**src/rtl/gshare_branch_predictor.sv**
```systemverilog
// gshare_branch_predictor
//   IF-stage direction/target predictor working alongside an external BTB tag table.
//   Lookup (combinational): IF_pc -> IF_btb_index / IF_pht_index, tag compare against
//   corresponding_tag, predict_taken and predicted_pc.
//   Update (posedge, EX stage): PHT 2-bit counters, global history, valid bits, targets,
//   tag-table write port (ID_EX_btb_index / ID_EX_tag / update_tag), saturating perf counters.
//   Ports:
//     clk, reset (async, active-low)
//     IF_pc, corresponding_tag            -> IF_btb_index, IF_pht_index, predict_taken, predicted_pc
//     EX_is_branch, EX_is_jump, EX_pc, EX_pht_index, EX_taken, EX_target, EX_mispredict
//                                         -> ID_EX_btb_index, ID_EX_tag, update_tag
//     resolved_count, mispredict_count    performance counters
module gshare_branch_predictor #(
    parameter int unsigned BTB_INDEX_WIDTH = 5,
    parameter int unsigned TAG_WIDTH       = 32 - BTB_INDEX_WIDTH - 2,
    parameter int unsigned CNT_WIDTH       = 32
) (
    input  logic                       clk,
    input  logic                       reset,
    input  logic [31:0]                IF_pc,
    input  logic [TAG_WIDTH-1:0]       corresponding_tag,
    output logic [BTB_INDEX_WIDTH-1:0] IF_btb_index,
    output logic [BTB_INDEX_WIDTH-1:0] IF_pht_index,
    output logic                       predict_taken,
    output logic [31:0]                predicted_pc,
    input  logic                       EX_is_branch,
    input  logic                       EX_is_jump,
    input  logic [31:0]                EX_pc,
    input  logic [BTB_INDEX_WIDTH-1:0] EX_pht_index,
    input  logic                       EX_taken,
    input  logic [31:0]                EX_target,
    input  logic                       EX_mispredict,
    output logic [BTB_INDEX_WIDTH-1:0] ID_EX_btb_index,
    output logic [TAG_WIDTH-1:0]       ID_EX_tag,
    output logic                       update_tag,
    output logic [CNT_WIDTH-1:0]       resolved_count,
    output logic [CNT_WIDTH-1:0]       mispredict_count
);

    localparam int unsigned Entries = 2 ** BTB_INDEX_WIDTH;

    logic [Entries-1:0]         valid_q;
    logic [31:0]                target_q [Entries];
    logic [1:0]                 pht_q    [Entries];
    logic [BTB_INDEX_WIDTH-1:0] ghr_q;
    logic [CNT_WIDTH-1:0]       resolved_q;
    logic [CNT_WIDTH-1:0]       mispredict_q;

    logic hit;
    logic resolve;

    // Word-offset bits of the PCs carry no prediction information.
    logic unused_pc_bits;
    assign unused_pc_bits = ^{IF_pc[1:0], EX_pc[1:0]};

    // Lookup path
    always_comb begin
        IF_btb_index  = IF_pc[BTB_INDEX_WIDTH+1:2];
        IF_pht_index  = IF_btb_index ^ ghr_q;
        hit           = valid_q[IF_btb_index] &&
                        (corresponding_tag == IF_pc[31:BTB_INDEX_WIDTH+2]);
        predict_taken = hit && pht_q[IF_pht_index][1];
        predicted_pc  = predict_taken ? target_q[IF_btb_index] : IF_pc + 32'd4;
    end

    // Tag-table write port: allocate only on taken branches and jumps
    always_comb begin
        ID_EX_btb_index = EX_pc[BTB_INDEX_WIDTH+1:2];
        ID_EX_tag       = EX_pc[31:BTB_INDEX_WIDTH+2];
        update_tag      = EX_is_jump || (EX_is_branch && EX_taken);
        resolve         = EX_is_jump || EX_is_branch;
    end

    always_ff @(posedge clk or negedge reset) begin
        if (!reset) begin
            valid_q      <= '0;
            ghr_q        <= '0;
            resolved_q   <= '0;
            mispredict_q <= '0;
            for (int i = 0; i < Entries; i++) begin
                target_q[i] <= '0;
                pht_q[i]    <= 2'b01;
            end
        end else begin
            // Jump takes priority if both resolution flags are raised.
            if (EX_is_jump) begin
                pht_q[EX_pht_index] <= 2'b11;
            end else if (EX_is_branch) begin
                if (EX_taken && pht_q[EX_pht_index] != 2'b11) begin
                    pht_q[EX_pht_index] <= pht_q[EX_pht_index] + 2'b01;
                end else if (!EX_taken && pht_q[EX_pht_index] != 2'b00) begin
                    pht_q[EX_pht_index] <= pht_q[EX_pht_index] - 2'b01;
                end
                ghr_q <= {ghr_q[BTB_INDEX_WIDTH-2:0], EX_taken};
            end

            if (update_tag) begin
                valid_q[ID_EX_btb_index]  <= 1'b1;
                target_q[ID_EX_btb_index] <= EX_target;
            end

            if (resolve && resolved_q != '1) begin
                resolved_q <= resolved_q + CNT_WIDTH'(1);
            end
            if (EX_mispredict && mispredict_q != '1) begin
                mispredict_q <= mispredict_q + CNT_WIDTH'(1);
            end
        end
    end

    assign resolved_count   = resolved_q;
    assign mispredict_count = mispredict_q;

endmodule
```
**config.mk**
```make
export PLATFORM = sky130hd
export DESIGN_NAME = gshare_branch_predictor
export DESIGN_NICKNAME = d
export VERILOG_FILES = /design/src/rtl/gshare_branch_predictor.sv
export SDC_FILE = /design/constraint.sdc
export NUM_CORES = 2
export LEC_CHECK = 0
export ABC_AREA = 1
export BUFFER_PORTS_ARGS = -buffer_cell sky130_fd_sc_hd__buf_2
export CAP_MARGIN = 15
export CORE_MARGIN = 3
export CORE_UTILIZATION = 50
export CTS_BUF_LIST = sky130_fd_sc_hd__clkbuf_4 sky130_fd_sc_hd__clkbuf_8
export CTS_CLUSTER_DIAMETER = 30
export DETAILED_ROUTE_END_ITERATION = 6
export GPL_ROUTABILITY_DRIVEN = 0
export HOLD_SLACK_MARGIN = 0.05
export PLACE_DENSITY = 0.71
export SYNTH_ARGS = -nofsm -noshare
export SYNTH_HDL_FRONTEND = slang
export SYNTH_SLANG_ARGS = --single-unit
```
**constraint.sdc**
```tcl
create_clock -name clk -period 2.6 [get_ports clk]
set_clock_uncertainty 0.1 [all_clocks]
set_input_delay 0.26 -clock clk [delete_from_list [all_inputs] [get_ports clk]]
set_output_delay 0.26 -clock clk [all_outputs]
set_load 0.1 [all_outputs]
```
* Word level (Yosys, flattened, before mapping)
Index checks and enable logic that the tools add are counted. W data, S select, Z words.
Operators by class: add/sub/neg operators 5, order comparisons 9, equal/unequal tests 4, muxes and demuxes 25, bitwise logic cells 8, reductions and logical operators 18
Operators with widths (number):
- $bwmux W1024 | 1
- $mux W64 | 4
- $bmux W32 S5 | 1
- $demux W32 S5 | 1
- $bwmux W64 | 2
- $mux W32 | 4
- $add A32 B1 Y32 const B | 2
- $ne A32 B32 Y1 const B | 2
- $or A64 B64 Y64 | 1
- $add A32 B3 Y32 const B | 1
- $or A32 B32 Y32 | 1
- $eq A25 B25 Y1 | 1
- $ge A6 B6 Y1 const B | 4
- $not A5 Y6 | 4
- $bmux W2 S5 | 2
- $lt A5 B6 Y1 const B | 2
- $lt A6 B1 Y1 const B | 2
- $demux W2 S5 | 1
- $logic_and A1 B1 Y1 | 10
- $mux W2 | 5
- $bmux W1 S5 | 1
- $demux W1 S5 | 1
- $ge A5 B1 Y1 const B | 1
- $xor A5 B5 Y5 | 1
- other kinds (10) | 14
Word-level totals: flip-flop bits (word level) 1189, input port bits 132, logic and storage cells 137

* Depth between registers and ports, before layout
depth after elaboration 10, depth in mapped cells 19, gate-level depth less buffers 17

* Least setup slack after synthesis
No wires, ideal clock.
kind in2reg, start input port EX_taken, end register target_q[1000] (netlist bit), library setup time 0.133 ns, data arrival time 2.925 ns, setup slack -0.558 ns, stages on the path 9, path through inv_1 > o21ai_1 > inv_2 > nor3_2 > nand3_1 > clkbuf_1 > clkbuf_1 > nand2_1 > o21ai_0
Between the ends: longest elaborated chain between the ends 2
RTL lines:
- start: declaration | RTL line 30 | input logic EX_taken,
- $logic_and A1 B1 Y1 | RTL line 70 | update_tag = EX_is_jump || (EX_is_branch && EX_taken);
- $logic_or A1 B1 Y1 | RTL line 70
- via update_tag | RTL line 35 | output logic update_tag,
- end signal: indexed assignment | RTL line 99 | target_q[ID_EX_btb_index] <= EX_target;
- end: declaration | RTL line 43 | logic [31:0] target_q [Entries];
The timed path passes the listed nets, and every way through them passes these cells. A chain may end at the register's enable or synchronous reset.

* Final worst setup path
start register ghr_q[0], end output port predicted_pc[9]
Between the ends: longest elaborated chain between the ends 7
RTL lines:
- start: declaration | RTL line 45 | logic [BTB_INDEX_WIDTH-1:0] ghr_q;
- start signal: assignment | RTL line 94 | ghr_q <= {ghr_q[BTB_INDEX_WIDTH-2:0], EX_taken};
- $xor A5 B5 Y5 | RTL line 59 | IF_pht_index = IF_btb_index ^ ghr_q;
- $not A5 Y6 (not written as such) | RTL line 62 | predict_taken = hit && pht_q[IF_pht_index][1];
- $bmux W2 S5 | RTL line 62
- $mux W2 (not written as such) (2 in series) | RTL line 62
- $logic_and A1 B1 Y1 | RTL line 62
- $mux W32 | RTL line 63 | predicted_pc = predict_taken ? target_q[IF_btb_index] : IF_pc + 32'd4;
- end: declaration | RTL line 25 | output logic [31:0] predicted_pc,
Every way passes these cells. The select of a mux whose other input is x is not followed.

==> impl_metrics.env <==
export IMPL_cp_end_kind="output pin"
export IMPL_synth_top_area_share=0.5199
export IMPL_cp_data_arrival_time_ns=3.06
export IMPL_place_port_buffers=217
export IMPL_count_of_state_elements_after_synthesis=1189
export IMPL_first_global_vias=49713
export IMPL_min_delay_path_depth=5
export IMPL_hold_path_class="in2reg"
export IMPL_max_slew_worst_pin_slew_ns=1.153
export IMPL_final_cell_mix="sky130_fd_sc_hd__nand2_1 (1,646), sky130_fd_sc_hd__o21ai_0 (1,584), sky130_fd_sc_hd__dfrtp_1 (1,153)"
export IMPL_critPathTopFamily="simple AND/OR/NAND/NOR gates"
export IMPL_grt_setup_unrepaired="true"
export IMPL_tritoncts_num_buffers=239
export IMPL_crit_required_ns=2.24
export IMPL_drtPass1Iterations=6
export IMPL_synthFlopType="sky130_fd_sc_hd__dfrtp_1"
export IMPL_yosysTopAreaCell="sky130_fd_sc_hd__dfrtp_1"
export IMPL_synth_fp_nets=7063
export IMPL_outcome="complete, but fails checks"
export IMPL_fin_util=0.6231
export IMPL_dieHeight_um=339.7
export IMPL_violated_checks="negative setup slack"
export IMPL_synth_lib_cells_used_distinct=39
export IMPL_cellLeakagePower_nw=32.25
export IMPL_avgViaCountPerCell=5.838
export IMPL_critical_path_max_fanout=6
export IMPL_instances_no_fill=8924
export IMPL_placeableCoreArea_mm2=0.1098
export IMPL_gr_total_overflow=0
export IMPL_die_area_mm2=0.1154
export IMPL_cp_dominant_cell_by_count="sky130_fd_sc_hd__nand2_4"
export IMPL_critical_path_slowest_cell="sky130_fd_sc_hd__dfrtp_1"
export IMPL_place_hpwl_um=113200
export IMPL_route_detailed_wl_per_inst_um=20.81
export IMPL_synth_edf_count=0
export IMPL_reg2regPathDepth=14
export IMPL_timing_fmax_ghz=0.2925
export IMPL_design_area_mm2=0.06839
export IMPL_grt_antenna_before_repair=4
export IMPL_number_of_h_tree_branching_levels=4
export IMPL_fin_worst_hold_slack_ns=0.1207
export IMPL_slew_headroom=0.2254
export IMPL_global_route_wire_length_before_repair_um=287200
export IMPL_tritoncts="built"
export IMPL_max_cap_viol_count=0
export IMPL_post_synth_main_area_contributors="sky130_fd_sc_hd__dfrtp_1 (52%), sky130_fd_sc_hd__o21ai_0 (14%), sky130_fd_sc_hd__nand2_1 (12%)"
export IMPL_fin_ws_ns=-0.8184
export IMPL_remaining_drc_errors=0
export IMPL_worstSetupPathType="reg2out"
export IMPL_postSynth_asyncResetShare=1.000
export IMPL_placed_cells_incl_taps=8409
export IMPL_dr_first_iter_drc_count=6316
export IMPL_pin_count=270
export IMPL_most_common_cell_after_layout_fill_and_taps_aside="sky130_fd_sc_hd__nand2_1"
export IMPL_cts_sinks=1189
export IMPL_finalSetupViolations=33
export IMPL_delay_of_the_slowest_critical_path_stage_ns=0.41
export IMPL_timing_setup_tns_ns=-25.46
export IMPL_synth_warning_count=0
export IMPL_postRouteAntennaNets=0
export IMPL_cp_num_cells=17
export IMPL_mappedNetlistArea_mm2=0.05569
export IMPL_seq_total_area_yosys=0.5350
export IMPL_floorplan_initialDensity=0.5074
export IMPL_flow_area_growth_from_synthesis_pct=22.81
export IMPL_clkTransAtPathRegs_ns=0.06
export IMPL_worstPathBufferInverterCount=5
export IMPL_dpl_cell_area_mm2=0.06152
export IMPL_post_synth_inst_count=6926
export IMPL_worstSetupStartpointType="flip-flop"
export IMPL_clock_tree_buffer_depth=3
export IMPL_nets=7383
export IMPL_grt_usage=0.3167
export IMPL_finalCritPeriodShare=1.315
export IMPL_irDropWorstVdd_uv=614.4
export IMPL_timing_critical_path_cells="inv_2, nand2_4, nand2_4, buf_12, nand2_1, nand3_2, nand3_2, nand3_2, nand2_2, nand2_4, nand2_8, nor2_8, buf_6, buf_6, nand2_4, nand2_8, buf_12"
export IMPL_drt_total_wl_um=185700
export IMPL_vias=52102
export IMPL_clock_root_buffer="sky130_fd_sc_hd__clkbuf_8"
export IMPL_report_final_hold_viol_count=0
export IMPL_report_final_slew_viol_count=0
export IMPL_layout_drive_gt1_share=0.1732
export IMPL_syn_avg_cell_area_um2=8.041
export IMPL_floorplan_rows=121
export IMPL_dieWidth_um=339.7
export IMPL_clock_period_minus_final_worst_setup_slack_ns=3.418
export IMPL_power_density_cell_area_mw_per_mm2=833.3
export IMPL_grt_start_max_net_pins=111
export IMPL_clk_latency_ns=0.93
[registers in the layout, summed over array words and instances (netlist names)]
register and cells:
ghr_q 5, mispredict_count 32, pht_q 64, resolved_count 32, target_q 1024, valid_q 32
[layer usage]
metal  wire length [um]  vias up  global-route usage
li1                   -    23543                   -
met2              83340     2996              0.4915
met1              73880    25006              0.4270
met4               8102        2              0.1374
met5                 13        -                   0
met3              20400      555             0.07371
[path summary, 6_finish.rpt]
check	endpoint	slack [ns]	startpoint
worst max-delay path	predicted_pc[9]	-0.82	ghr_q[0]
worst min-delay path	valid_q[31]	0.12	EX_pc[5]
worst max register to register	pht_q[15]	0.01	pht_q[33]
worst min register to register	valid_q[22]	0.35	valid_q[22]
max in group asynchronous	target_q[492]	0.47	reset
min in group asynchronous	pht_q[18]	0.61	reset
[synth_stat cells, types with 50 or more instances]
cell type,count
sky130_fd_sc_hd__buf_2,77
sky130_fd_sc_hd__buf_4,50
sky130_fd_sc_hd__clkbuf_1,459
sky130_fd_sc_hd__dfrtp_1,1157
sky130_fd_sc_hd__inv_1,158
sky130_fd_sc_hd__nand2_1,1734
sky130_fd_sc_hd__nand3_1,209
sky130_fd_sc_hd__nor2_1,898
sky130_fd_sc_hd__o21ai_0,1596
sky130_fd_sc_hd__o22ai_1,114
sky130_fd_sc_hd__xor2_1,72
[logic make-up (layout without fill, tap and decap cells)]
group / Yosys count / in the layout / share of synthesized area
flops: 1189 / 1189 / 0.5350
xor+xnor: 115 / 115 / 0.01808
fa+ha+maj: 5 / 5 / 0.001123
buf+inv: 774 / 1294 / 0.05780
other cells: 0 / 2 / 0
simple gates: 2964 / 2964 / 0.2100
compound gates: 1879 / 1879 / 0.1780
[worst reg2reg max path: cells and delay by family (launching register included)]
kind | cells | cell delay (ns)
adders and majority gates | 1 | 0.18
buffers and inverters | 4 | 0.56
DFF | 1 | 0.40
and+or+nand+nor | 4 | 0.61
AOI/OAI and AO/OA | 5 | 0.61
[where the power goes]
| group | internal, W | switching (W) | total (W) |
|---|---|---|---|
| clock network | 0.0132 | 0.00878 | 0.0220 |
| logic | 0.00381 | 0.00656 | 0.0104 |
| registers | 0.0224 | 0.00223 | 0.0247 |
| total | 0.0394 | 0.0176 | 0.0570 |
[stage by stage]
step,power [W],setup slack (ns)
after floorplan,0.03116,-0.08485
after global placement,0.03419,-0.1495
after detailed placement,0.03461,-0.2467
after CTS,0.05687,-0.8657
after global routing,0.05976,-0.9398
final,0.05699,-0.8184
[final cells by class]
class	count	area, um^2
antenna	2	5.005
tap	1476	1847
sequential	1189	29800
multi-input combinational	4963	23880
clock buffer	326	4230
timing repair buffer	686	6575
clock inverter	115	1399
fill	9162	41370
inverter	167	655.6
[repair_timing]
item | in CTS | in global routing
endpoints found under the hold margin | 2087 | 0
gates resized for setup | 65 | 67
endpoints found under the setup margin | 39 | 97
cloned | 5 | 3
pin swaps | 9 | 22
buffers inserted | 9 | 9
hold buffers | 51 | 0
(Power assumes the default switching activity.)
